==> src/rtl/cmp_window_stats.sv <==
// Windowed eq/gt/lt statistics collector behind a 4-bit comparator.
// Optional equal-run tracking is enabled with `define CMP_WIN_STREAK_EN.
module cmp_window_stats #(
  parameter int WIN   = 8,
  parameter int CNT_W = 8
) (
  input  logic             clk,
  input  logic             rst_n,
  input  logic             clear,
  input  logic             in_valid,
  output logic             in_ready,
  input  logic             in_equal,
  input  logic             in_gt,
  input  logic             in_lt,
  output logic             out_valid,
  input  logic             out_ready,
  output logic [CNT_W-1:0] out_eq_cnt,
  output logic [CNT_W-1:0] out_gt_cnt,
  output logic [CNT_W-1:0] out_lt_cnt,
  output logic [CNT_W-1:0] out_err_cnt,
  output logic [1:0]       out_majority,
  output logic [CNT_W-1:0] out_max_streak
);

  typedef enum logic {ACCUM, REPORT} state_t;

  state_t           r_state, w_state_n;
  logic [CNT_W-1:0] r_eq, r_gt, r_lt, r_err, r_smp;
  logic [CNT_W-1:0] w_eq_n, w_gt_n, w_lt_n, w_err_n;
  logic             w_acc, w_last, w_is_eq;
  logic [1:0]       w_maj;

  function automatic logic [CNT_W-1:0] sat_inc(
    input logic [CNT_W-1:0] v
  );
    return (v == {CNT_W{1'b1}}) ? v : v + CNT_W'(1);
  endfunction

  always_ff @(posedge clk or negedge rst_n) begin
    if (!rst_n) r_state <= ACCUM;
    else        r_state <= w_state_n;
  end

  always_comb begin
    w_state_n = r_state;
    in_ready  = 1'b0;
    unique case (r_state)
      ACCUM: begin
        in_ready = ~clear;
        if (w_last) w_state_n = REPORT;
      end
      REPORT: begin
        if (out_ready) w_state_n = ACCUM;
      end
    endcase
    if (clear) w_state_n = ACCUM;
  end

  assign w_acc   = in_valid && in_ready;
  assign w_last  = w_acc && (r_smp == CNT_W'(WIN - 1));
  assign w_is_eq = ({in_equal, in_gt, in_lt} == 3'b100);

  always_comb begin
    w_eq_n  = r_eq;
    w_gt_n  = r_gt;
    w_lt_n  = r_lt;
    w_err_n = r_err;
    if (w_acc) begin
      case ({in_equal, in_gt, in_lt})
        3'b100:  w_eq_n  = sat_inc(r_eq);
        3'b010:  w_gt_n  = sat_inc(r_gt);
        3'b001:  w_lt_n  = sat_inc(r_lt);
        default: w_err_n = sat_inc(r_err);
      endcase
    end
  end

  // Ties favour eq, then gt; err is ignored.
  always_comb begin
    w_maj = 2'b10;
    if (w_eq_n >= w_gt_n && w_eq_n >= w_lt_n) w_maj = 2'b00;
    else if (w_gt_n >= w_lt_n)                w_maj = 2'b01;
  end

  always_ff @(posedge clk or negedge rst_n) begin
    if (!rst_n) begin
      r_eq  <= '0;
      r_gt  <= '0;
      r_lt  <= '0;
      r_err <= '0;
      r_smp <= '0;
    end else if (clear || w_last) begin
      r_eq  <= '0;
      r_gt  <= '0;
      r_lt  <= '0;
      r_err <= '0;
      r_smp <= '0;
    end else if (w_acc) begin
      r_eq  <= w_eq_n;
      r_gt  <= w_gt_n;
      r_lt  <= w_lt_n;
      r_err <= w_err_n;
      r_smp <= sat_inc(r_smp);
    end
  end

  always_ff @(posedge clk or negedge rst_n) begin
    if (!rst_n) begin
      out_valid    <= 1'b0;
      out_eq_cnt   <= '0;
      out_gt_cnt   <= '0;
      out_lt_cnt   <= '0;
      out_err_cnt  <= '0;
      out_majority <= 2'b00;
    end else if (clear) begin
      out_valid <= 1'b0;
    end else if (w_last) begin
      out_valid    <= 1'b1;
      out_eq_cnt   <= w_eq_n;
      out_gt_cnt   <= w_gt_n;
      out_lt_cnt   <= w_lt_n;
      out_err_cnt  <= w_err_n;
      out_majority <= w_maj;
    end else if (out_valid && out_ready) begin
      out_valid <= 1'b0;
    end
  end

`ifdef CMP_WIN_STREAK_EN
  logic [CNT_W-1:0] r_run, r_max;
  logic [CNT_W-1:0] w_run_n, w_max_n;

  always_comb begin
    w_run_n = r_run;
    if (w_acc) w_run_n = w_is_eq ? sat_inc(r_run) : '0;
    w_max_n = (w_run_n > r_max) ? w_run_n : r_max;
  end

  always_ff @(posedge clk or negedge rst_n) begin
    if (!rst_n) begin
      r_run          <= '0;
      r_max          <= '0;
      out_max_streak <= '0;
    end else if (clear) begin
      r_run <= '0;
      r_max <= '0;
    end else if (w_last) begin
      r_run          <= '0;
      r_max          <= '0;
      out_max_streak <= w_max_n;
    end else if (w_acc) begin
      r_run <= w_run_n;
      r_max <= w_max_n;
    end
  end
`else
  logic w_unused;
  assign w_unused       = w_is_eq;
  assign out_max_streak = '0;
`endif

endmodule
==> config.mk <==
export PLATFORM = sky130hd
export DESIGN_NAME = cmp_window_stats
export DESIGN_NICKNAME = d
export VERILOG_FILES = /design/src/rtl/cmp_window_stats.sv
export SDC_FILE = /design/constraint.sdc
export NUM_CORES = 1
export LEC_CHECK = 0
export CORE_UTILIZATION = 50
export DETAILED_ROUTE_END_ITERATION = 8
export HOLD_SLACK_MARGIN = 0.02
export PLACE_DENSITY = 0.79
export SLEW_MARGIN = 20
export SYNTH_ARGS = -nofsm -noshare
export SYNTH_HDL_FRONTEND = slang
export SYNTH_SLANG_ARGS = --single-unit
==> constraint.sdc <==
create_clock -name clk -period 5.6 [get_ports clk]
set_input_delay 0.84 -clock clk [delete_from_list [all_inputs] [get_ports clk]]
set_output_delay 0.84 -clock clk [all_outputs]
set_load 0.03 [all_outputs]
==> run summary <==
The final instance area came out at between 5000 and 6000 um^2. The largest vdd supply drop came out at roughly 0.00014 V. The TritonCTS buffer count is 9. Counting flops and latches in the post-synthesis netlist gives 76.

The transition time of the tightest slew-check pin is ~1.0 ns. The weighted congestion reported at the end of routability-driven placement is roughly 0.89. The design draws between 1 and 1.5 mW. The clock-pin slew on the worst setup and hold paths came out at ~0.080 ns. The floorplan has 34 rows. 0 antenna diodes ended up in the layout. In this run the worst hold path is classified as reg2reg. The initial antenna violation count was 0.

For this block, the initial DRC count from the detailed router was 247. The kind of start point of the critical path is an input port. The final-report max-slew violation count is 0.

The peak clock frequency supported by timing came out at about 260 MHz. The final hold violation count is 0. Summed over all cells, the static leakage comes to approximately 2.4 nW. Counting flops with an async set or reset pin after synthesis yields a share of 1.00. In the synthesized netlist the dominant register cell turns out to be sky130_fd_sc_hd__dfrtp_1. The power per cell area is about 220 nW/um^2. Of the cells placed in the final design, the portion with a size suffix greater than 1 is 0.0741. Max-cap violations in this run came to 0. The post-cts sizing count is 0. Setup violations remaining at the end of the flow were counted as 0. The arrival time of data at the critical path endpoint came out at 4.07 ns.

The first-pass GRT wire length is between 15,000 and 20,000 um. The critical path in this run is classified as in2reg. The mean area per synthesized cell is between 9 and 10 um^2. Buffers inserted to repair hold after CTS numbered 0. The total cell area at the placement stage came out at between 4000 and 5000 um^2. STA classifies the critical path endpoint as a flop. The insertion delay to the later sink of the worst-skew pair came out at 0.35 ns. Of the available clock period, the critical path in the final layout requires 0.682.

The post-route setup TNS is 0 ns. The final-stage net count is 559. The portion of the post-synthesis area used by sequential elements is 0.424. The via count of the first global-routing pass is 3,546. In the final layout, flip-flops and latches occupy 1900 um^2. The tree is rooted in a sky130_fd_sc_hd__clkbuf_8. The worst clock skew on the final layout came out at between 0.009 and 0.01 ns.

The die covers between 9000 and 10,000 um^2. The floorplan die width came out at 96.7 um. The average wire length per cell after detail routing came out at around 16 um. The area growth from synthesis to final layout came out at 16.2%. The total congestion overflow is 0. TritonCTS built the clock tree. The clock period minus worst slack came out at around 3.8 ns. The total global routing track utilization came out at 0.227. The run finished with clean final reports.

The HPWL after detailed placement is 7530 um. The share of the core filled with cells is 0.598. The iteration count of the initial detailed-routing pass came out at 5.

Of all nets on the critical path, the largest fanout is 10. The number of setup buffers added after CTS is 0. The floorplan die height is a little under 100 um. The cell count after synthesis is a little under 500. In this design, the stage delay of the slowest critical-path cell is 0.60 ns. In this run, placement finished with an instance count of slightly above 600. The final routed wirelength across all metal layers came out at about 10,000 um. The starting utilization of the core area came out at 0.514. Setup repair after global routing left no endpoint under its margin. The slowest stage of the critical path is the sky130_fd_sc_hd__clkdlybuf4s50_1 cell.

The synthesized netlist occupies a cell area of 4490 um^2. CTS built an H-tree with a depth of 3. The number of sinks handled by clock tree synthesis came out at 76. For this design the top-level I/O count stands at 52. Fill cells in the final layout number 739. The pin count of the biggest net entering global routing came out at a little under 80. The detailed-route DRC error count is 0. Port buffering added between 40 and 50 buffers. The signal on the critical path passes through clkdlybuf4s50_1, or3b_1, nor3b_2, and3_1, mux2i_1, inv_1, ha_1, nand3_1, o31ai_1, o22ai_1, a22o_1. The count of vias placed by the detailed router is 3,696.

The number of distinct library cells after synthesis came out at between 50 and 60. The number of vias per cell after detailed routing is about 5.8. Measured against its own limit, the worst slew margin works out to 0.315. The area occupied by multi-input gates came out at around 2400 um^2. The Yosys warning count came out at 0. Data on the critical path is required at its endpoint by about 6 ns. The number of standard cells in the layout, taps in and fillers out came out at 634. The worst-case clock buffer depth came out at 2. The core region area came out at 8720 um^2. The number of synthesized flops with an enable pin is 0.

The count of antenna-violating nets left after detailed routing is 0.
[layout make-up]
type | instances | area share
Clock inverter | 4 | 0.0187
Clock buffer | 11 | 0.0271
Inverter | 15 | 0.0108
Tap cell | 108 | 0.0259
Sequential cell | 76 | 0.365
Timing Repair Buffer | 48 | 0.0888
Multi-Input combinational cell | 372 | 0.464
[metal layers]
layer  vias up  wire (um)  GRT usage
met3        18        416     0.0506
met2        99       5070      0.385
met1      1791       4480      0.284
li1       1788          -          -
met5         -          0          0
met4         0        190     0.0815
[report_power, final]
part           internal, mW  leakage, nW  switching, mW
sequential            0.552         1.06        0.00314
clock                 0.306        0.116          0.201
combinational        0.0205         1.23         0.0489
[kinds of logic after synthesis]
family | count (synthesis) | share of synthesized area
and+or+nand+nor | 185 | 0.212
adders and majority gates | 29 | 0.0809
muxes | 19 | 0.0452
buffers and inverters | 40 | 0.0441
DFF | 76 | 0.424
other | 1 | 0.000836
xor gates and xnor gates | 18 | 0.0351
AOI/OAI and AO/OA | 113 | 0.158
[path summary, 6_finish.rpt]
path | endpoint | slack (ns) | from | depth (start not counted)
hold reg to reg | out_lt_cnt[0]$_DFFE_PN0P_ | 0.48 | out_lt_cnt[0]$_DFFE_PN0P_ | 2
max in group asynchronous | r_lt[6]$_DFFE_PN0P_ | 4.28 | rst_n | 2
setup / recovery | out_majority[0]$_DFFE_PN0P_ | 1.78 | clear | 11
min in group asynchronous | out_gt_cnt[4]$_DFFE_PN0P_ | 0.71 | rst_n | 2
setup reg to reg | out_majority[0]$_DFFE_PN0P_ | 2.38 | r_gt[0]$_DFFE_PN0P_ | 12
hold / removal | out_lt_cnt[0]$_DFFE_PN0P_ | 0.48 | out_lt_cnt[0]$_DFFE_PN0P_ | 2
[synth_stat cells, types with 3 or more instances]
cell	number	area [um^2]
sky130_fd_sc_hd__and2_1	5	31.3
sky130_fd_sc_hd__o21a_1	3	22.5
sky130_fd_sc_hd__mux2_2	8	90.1
sky130_fd_sc_hd__xor2_1	9	78.8
sky130_fd_sc_hd__and3_1	9	56.3
sky130_fd_sc_hd__ha_1	29	363
sky130_fd_sc_hd__nand2b_1	7	43.8
sky130_fd_sc_hd__a32o_1	3	30.0
sky130_fd_sc_hd__nand3_1	18	90.1
sky130_fd_sc_hd__or3_1	5	31.3
sky130_fd_sc_hd__nand2_1	68	255
sky130_fd_sc_hd__nand4_1	8	50.1
sky130_fd_sc_hd__nor2_1	34	128
sky130_fd_sc_hd__a31oi_1	10	62.6
sky130_fd_sc_hd__buf_4	8	60.1
sky130_fd_sc_hd__o21ai_1	7	35.0
sky130_fd_sc_hd__clkbuf_1	12	45.0
sky130_fd_sc_hd__mux2i_1	9	90.1
sky130_fd_sc_hd__o22ai_1	3	18.8
sky130_fd_sc_hd__dfrtp_1	76	1900
sky130_fd_sc_hd__a21oi_1	17	85.1
sky130_fd_sc_hd__a21o_1	9	67.6
sky130_fd_sc_hd__xnor2_1	9	78.8
sky130_fd_sc_hd__inv_1	15	56.3
sky130_fd_sc_hd__nor4_1	4	25.0
sky130_fd_sc_hd__o21ai_0	39	195
sky130_fd_sc_hd__a22o_1	5	43.8
sky130_fd_sc_hd__nor2b_1	4	25.0
sky130_fd_sc_hd__o31ai_1	6	45.0
sky130_fd_sc_hd__nor3_1	6	30.0
[worst max-delay path: cells and delay by family]
| family | cells | cell delay [ns] |
|---|---|---|
| compound gates | 3 | 0.67 |
| mux | 1 | 0.30 |
| fa+ha+maj | 1 | 0.32 |
| buf+inv | 2 | 0.73 |
| simple gates | 4 | 1.19 |
[flip-flops by register name (all words and copies together), names as in the netlist, 2 cells and up]
signal / count
out_eq_cnt: 8
out_err_cnt: 8
out_gt_cnt: 8
out_lt_cnt: 8
r_eq: 8
r_err: 8
r_gt: 8
r_lt: 8
r_smp: 8
out_majority: 2
[cells in the final DEF, fill, tap and decap left out, drive strengths merged, types with 3 or more instances in the layout]
master / synthesis / routed
a31oi: 10 / 10
nor3: 7 / 7
or3b: 3 / 3
o31ai: 6 / 6
inv: 15 / 15
ha: 29 / 29
nand3: 18 / 18
nor2b: 4 / 4
nor4: 4 / 4
buf: 13 / 6
clkdlybuf4s50: 0 / 42
nor2: 34 / 34
nor3b: 3 / 3
dfrtp: 76 / 76
mux2: 10 / 10
or3: 5 / 5
a22o: 5 / 5
nor4b: 3 / 3
xor2: 9 / 9
conb: 1 / 8
o21ai: 46 / 46
and3: 9 / 9
and2: 5 / 5
nand2: 68 / 68
nand2b: 7 / 7
nand4: 8 / 8
a32o: 3 / 3
clkbuf: 12 / 11
bufinv: 0 / 3
o21a: 3 / 3
xnor2: 9 / 9
a21oi: 18 / 18
o22ai: 3 / 3
a21o: 9 / 9
mux2i: 9 / 9
[per-stage QoR]
step           hold slack, ns  worst slack (ns)
6_report                0.480              1.78
5_1_grt                 0.509              1.51
4_1_cts                 0.483              1.78
3_5_place_dp            0.459              1.39
3_3_place_gp            0.459              1.47
2_1_floorplan           0.458              2.26
Power figures use the tool's default switching activity.
